## src/rtl/id_ex_reg.sv

```systemverilog
// ID/EX pipeline register. Stall or flush loads a bubble; a counter of stall bubbles is
// built only when ID_EX_STALL_CNT_EN is defined, otherwise stall_total reads 0.
module id_ex_reg #(
  parameter int unsigned BITS          = 32,
  parameter int unsigned REG_ADDR_LEFT = 4
) (
  input  logic                   clk,
  input  logic                   rst,
  input  logic                   stall_pipe,
  input  logic                   flush,
  input  logic                   valid_s2,
  input  logic [REG_ADDR_LEFT:0] r1_addr,
  input  logic [REG_ADDR_LEFT:0] r2_addr,
  input  logic [REG_ADDR_LEFT:0] waddr,
  input  logic                   rw,
  input  logic                   sel_mem,
  input  logic [BITS-1:0]        r1_data,
  input  logic [BITS-1:0]        r2_data,
  input  logic [BITS-1:0]        imm,
  input  logic [3:0]             alu_op,
  output logic [REG_ADDR_LEFT:0] r1_addr_s3,
  output logic [REG_ADDR_LEFT:0] r2_addr_s3,
  output logic [REG_ADDR_LEFT:0] waddr_s3,
  output logic                   rw_s3,
  output logic                   sel_mem_s3,
  output logic [BITS-1:0]        r1_data_s3,
  output logic [BITS-1:0]        r2_data_s3,
  output logic [BITS-1:0]        imm_s3,
  output logic [3:0]             alu_op_s3,
  output logic                   valid_s3,
  output logic                   hold_s2,
  output logic [1:0]             bubble_run,
  output logic [31:0]            stall_total
);

  typedef enum logic [0:0] {StRun, StBubble} state_e;

  state_e state_q;
  logic   bubble;

  assign bubble  = stall_pipe | flush;
  // A flushed instruction is discarded, so it must never be held in s2.
  assign hold_s2 = stall_pipe & ~flush & ~rst;

  always_ff @(posedge clk) begin
    if (rst || bubble) begin
      // Bubble: no register write (rw is active-low), no load, waddr 0 for forwarding.
      r1_addr_s3 <= '0;
      r2_addr_s3 <= '0;
      waddr_s3   <= '0;
      rw_s3      <= 1'b1;
      sel_mem_s3 <= 1'b0;
      r1_data_s3 <= '0;
      r2_data_s3 <= '0;
      imm_s3     <= '0;
      alu_op_s3  <= '0;
      valid_s3   <= 1'b0;
    end else begin
      r1_addr_s3 <= r1_addr;
      r2_addr_s3 <= r2_addr;
      waddr_s3   <= waddr;
      rw_s3      <= rw;
      sel_mem_s3 <= sel_mem;
      r1_data_s3 <= r1_data;
      r2_data_s3 <= r2_data;
      imm_s3     <= imm;
      alu_op_s3  <= alu_op;
      valid_s3   <= valid_s2;
    end
  end

  always_ff @(posedge clk) begin
    if (rst) begin
      state_q    <= StRun;
      bubble_run <= 2'd0;
    end else begin
      unique case (state_q)
        StRun: begin
          if (bubble) begin
            state_q    <= StBubble;
            bubble_run <= 2'd1;
          end else begin
            bubble_run <= 2'd0;
          end
        end
        StBubble: begin
          if (bubble) begin
            if (bubble_run != 2'd3) bubble_run <= bubble_run + 2'd1;
          end else begin
            state_q    <= StRun;
            bubble_run <= 2'd0;
          end
        end
        default: begin
          state_q    <= StRun;
          bubble_run <= 2'd0;
        end
      endcase
    end
  end

`ifdef ID_EX_STALL_CNT_EN
  logic [31:0] stall_total_q;

  always_ff @(posedge clk) begin
    if (rst) begin
      stall_total_q <= '0;
    end else if (stall_pipe && !flush) begin
      stall_total_q <= stall_total_q + 32'd1;
    end
  end

  assign stall_total = stall_total_q;
`else
  assign stall_total = '0;
`endif

endmodule

```

## config.mk

```make
export PLATFORM = sky130hd
export DESIGN_NAME = id_ex_reg
export DESIGN_NICKNAME = d
export VERILOG_FILES = /design/src/rtl/id_ex_reg.sv
export SDC_FILE = /design/constraint.sdc
export NUM_CORES = 1
export LEC_CHECK = 0
export ABC_AREA = 1
export CORE_UTILIZATION = 25
export CTS_CLUSTER_DIAMETER = 60
export DETAILED_ROUTE_END_ITERATION = 12
export GPL_ROUTABILITY_DRIVEN = 0
export PLACE_DENSITY_LB_ADDON = 0.2
export SYNTH_ARGS = -nofsm -noshare
export SYNTH_HDL_FRONTEND = slang
export SYNTH_SLANG_ARGS = --single-unit
```

## constraint.sdc

```tcl
create_clock -name clk -period 1.2 [get_ports clk]
set_input_delay 0.24 -clock clk [delete_from_list [all_inputs] [get_ports clk]]
set_output_delay 0.24 -clock clk [all_outputs]
set_load 0.1 [all_outputs]
```

==> impl_results.md <==
- CP bufs+invs: 1
- Top cells by area in the synthesized netlist: dfxtp_1 65%, inv_1 12%, nor2_1 12%, buf_4 6.4%, buf_2 1.2%
- Crit path launch type: flop
- Remaining DRCs: 0
- Root Driver: clkbuf_16
- Antenna-violating nets left: 0
- Die W: 124 um
- Die ar.: 15400 um2
- Final worst path period share: 97.7%
- Max Fclk: 853 MHz
- PnR Total Power: 11.6 mW
- Shortest period the worst path allows: 1170 ps
- Final Max Tran Viols: 0
- Initial antenna violation count: 0
- Hold WS: 54.1 ps
- N_diodes: 0
- Hold buffer count at cts: 0
- Clock Latency Late Sink: 400 ps
- Vias in the first global route: 3045
- Overall routed net length: 9.97 mm
- Max incr delay on CP: 360 ps
- Clock-pin slew on the worst setup and hold paths: 50 ps
- Status: finished clean
- Design Area, Final: 8240 um2
- Grt ovf: 0
- Layout cells sized above 1: 41.3%
- Crit Path Class: reg -> out
- Power density of the placed cells: 1410 nW/um2
- Comb power frac: 19.9%
- Routed WL per cell: 11.4 um
- Top-area cell type share of the netlist area: 65.0%
- DRT Pass-1 Iters: 4
- Slowest CP cell: dfxtp_4
- Pre-CTS setup slack: -346 ps
- P&R area growth vs syn: 121%
- Sw power: 3.26 mW
- Worst setup margin: 27.6 ps
- Detail-routed via count per cell: 3.64
- CTS tree: yes
- Clock power share: 43.6%
- Global-route usage over all layers: 13.1%
- Largest net degree at the start of global routing: 47
- Hold Crit Endpoint: state_q
- Clock Skew: 0.536 ps
- Final nets: 804
- Initial Utilization: 25.7%
- Synth Instances: 422
- Seq/Total Area, Yosys: 65.0%
- Crit-path cells: buf_12
- Core area: 14500 um2
- Placed cell area: 7490 um2
- Die height: 124 um
- Detailed router's first-iteration violation count: 94
- CTS H-tree depth: 4
- Worst hold path depth: 2
- Internal power: 8.38 mW
- FF-to-FF End: bubble_run[1]
- Core Util, Final: 56.7%
- First-pass GRT wire length: 14.7 mm
- CTS buffer count: 17
- R2R cell count: 6
- CP max FO: 1
- Sink Count: 121
- Count of state elements after synthesis: 121
- Maximum VDD drop: 0.800 mV
- R2r startpoint: bubble_run[0]
- Hold Path Class: in -> reg
- Nature of the critical path endpoint: output port
- I/O Pins: 275
- Startpoint of the worst hold path: rst
- Synth unique cells: 15
- Post-synthesis cell area: 3730 um2
- Yosys warns: 0
- Number of max-cap violations: 0
- Cell taking the most area after synthesis: dfxtp_1
- Net Sw Frac: 28.0%
- HPWL reported at the end of detailed placement: 7.91 mm
- Vias: 3189
- Worst path arrival time: 930 ps
- CTS Buffer Depth: 2
- Final setup viols: 0
- Worst path required time: 960 ps
- Reg power frac: 36.5%
- Number of hold-slack violations in the final timing report: 0
- Std-Cell Rows: 44
- Register-to-register setup slack: 100 ps
- CP delay by family, top: flip-flops
- Worst path depth: 1
- Mean Syn Cell Area: 8.84 um2
- Leakage power: 3.93 nW
- # port buffers: 242
- RSZ-0062 raised after global routing: true
==> metal layers <==
layer | GRT usage [%] | up-vias | share of wire, %
met5 | 0 | - | 0
met4 | 6.70 | 0 | 1.6
met3 | 6.73 | 10 | 13
met2 | 21.9 | 191 | 49
met1 | 13.3 | 1391 | 37
li1 | - | 1597 | -
==> placed cells by master, fill, tap and decap left out <==
cell	instances
conb_1	32
dfxtp_4	3
clkdlybuf4s15_1	1
clkbuf_16	17
ha_1	1
clkinv_2	4
and2_1	1
inv_6	1
nor2_1	119
nand2_1	6
clkbuf_2	2
bufinv_16	3
buf_4	10
or2_1	1
nor2_2	1
dfxtp_2	117
buf_12	122
clkbuf_8	3
nand2_4	1
nand3_1	2
inv_2	1
inv_1	122
clkbuf_1	2
dfxtp_1	1
nor3_4	1
clkdlybuf4s50_1	118
==> synthesized netlist by cell type <==
library cell / count
inv_1: 123
dfxtp_1: 121
nor2_1: 119
buf_4: 32
buf_2: 9
nand2_1: 6
buf_6: 3
nand3_1: 2
and2_1: 1
conb_1: 1
ha_1: 1
nand2_2: 1
nor2_2: 1
nor3_1: 1
or2_1: 1
==> cell families (layout without fill, tap and decap cells) <==
logic type,count (synthesis),after routing,synth area share [%]
and+or+nand+nor,132,132,13.7
adders and majority gates,1,1,0.336
DFF,121,121,65.0
other,1,32,0.101
buffers and inverters,167,406,20.9
==> through the flow <==
| stage | TNS (ps) | instances |
|---|---|---|
| final | 0 | 876 |
| after global placement | -29550 | 844 |
| after detailed placement | -34690 | 844 |
| after floorplan | -70.5 | 453 |
| after CTS | -2.78 | 876 |
| after global routing | -32.9 | 876 |
==> how the worst max path moves through the flow <==
stage	start	endpoint
6_report	imm_s3[6]	imm_s3[6]
4_1_cts	imm_s3[6]	imm_s3[6]
3_5_place_dp	flush	r1_data_s3[16]
3_3_place_gp	flush	r1_data_s3[26]
5_1_grt	imm_s3[6]	imm_s3[6]
2_1_floorplan	stall_pipe	hold_s2
==> state kept, by name, summed over array words and instances, names as in the netlist <==
name        count
bubble_run      2
r2_addr_s3      5
waddr_s3        5
state_q         1
rw_s3           1
valid_s3        1
imm_s3         32
r1_addr_s3      5
sel_mem_s3      1
alu_op_s3       4
r2_data_s3     32
r1_data_s3     32
==> layout make-up <==
type                            instances  area (um2)
Timing Repair Buffer                  253        3720
Clock buffer                           22         474
Tap cell                              184         230
Fill cell                            1224        6290
Inverter                              123         462
Clock inverter                          8         119
Sequential cell                       121        2580
Multi-Input combinational cell        165         658
==> repair_timing <==
action                     CTS  global route
pin swaps                    1             1
resized for setup           83            45
buffers inserted             2             0
setup endpoints to repair   78            51
==> power groups by stage <==
stage	Sequential, mW	Clock (mW)	Combinational [mW]
6_report	4.24	5.08	2.32
5_1_grt	4.25	5.45	2.41
4_1_cts	4.24	5.23	2.33
3_5_place_dp	4.31	0	2.32
3_3_place_gp	4.31	0	2.31
2_1_floorplan	5.04	0	0.698
Note: power is estimated with default switching activity, not from simulation.
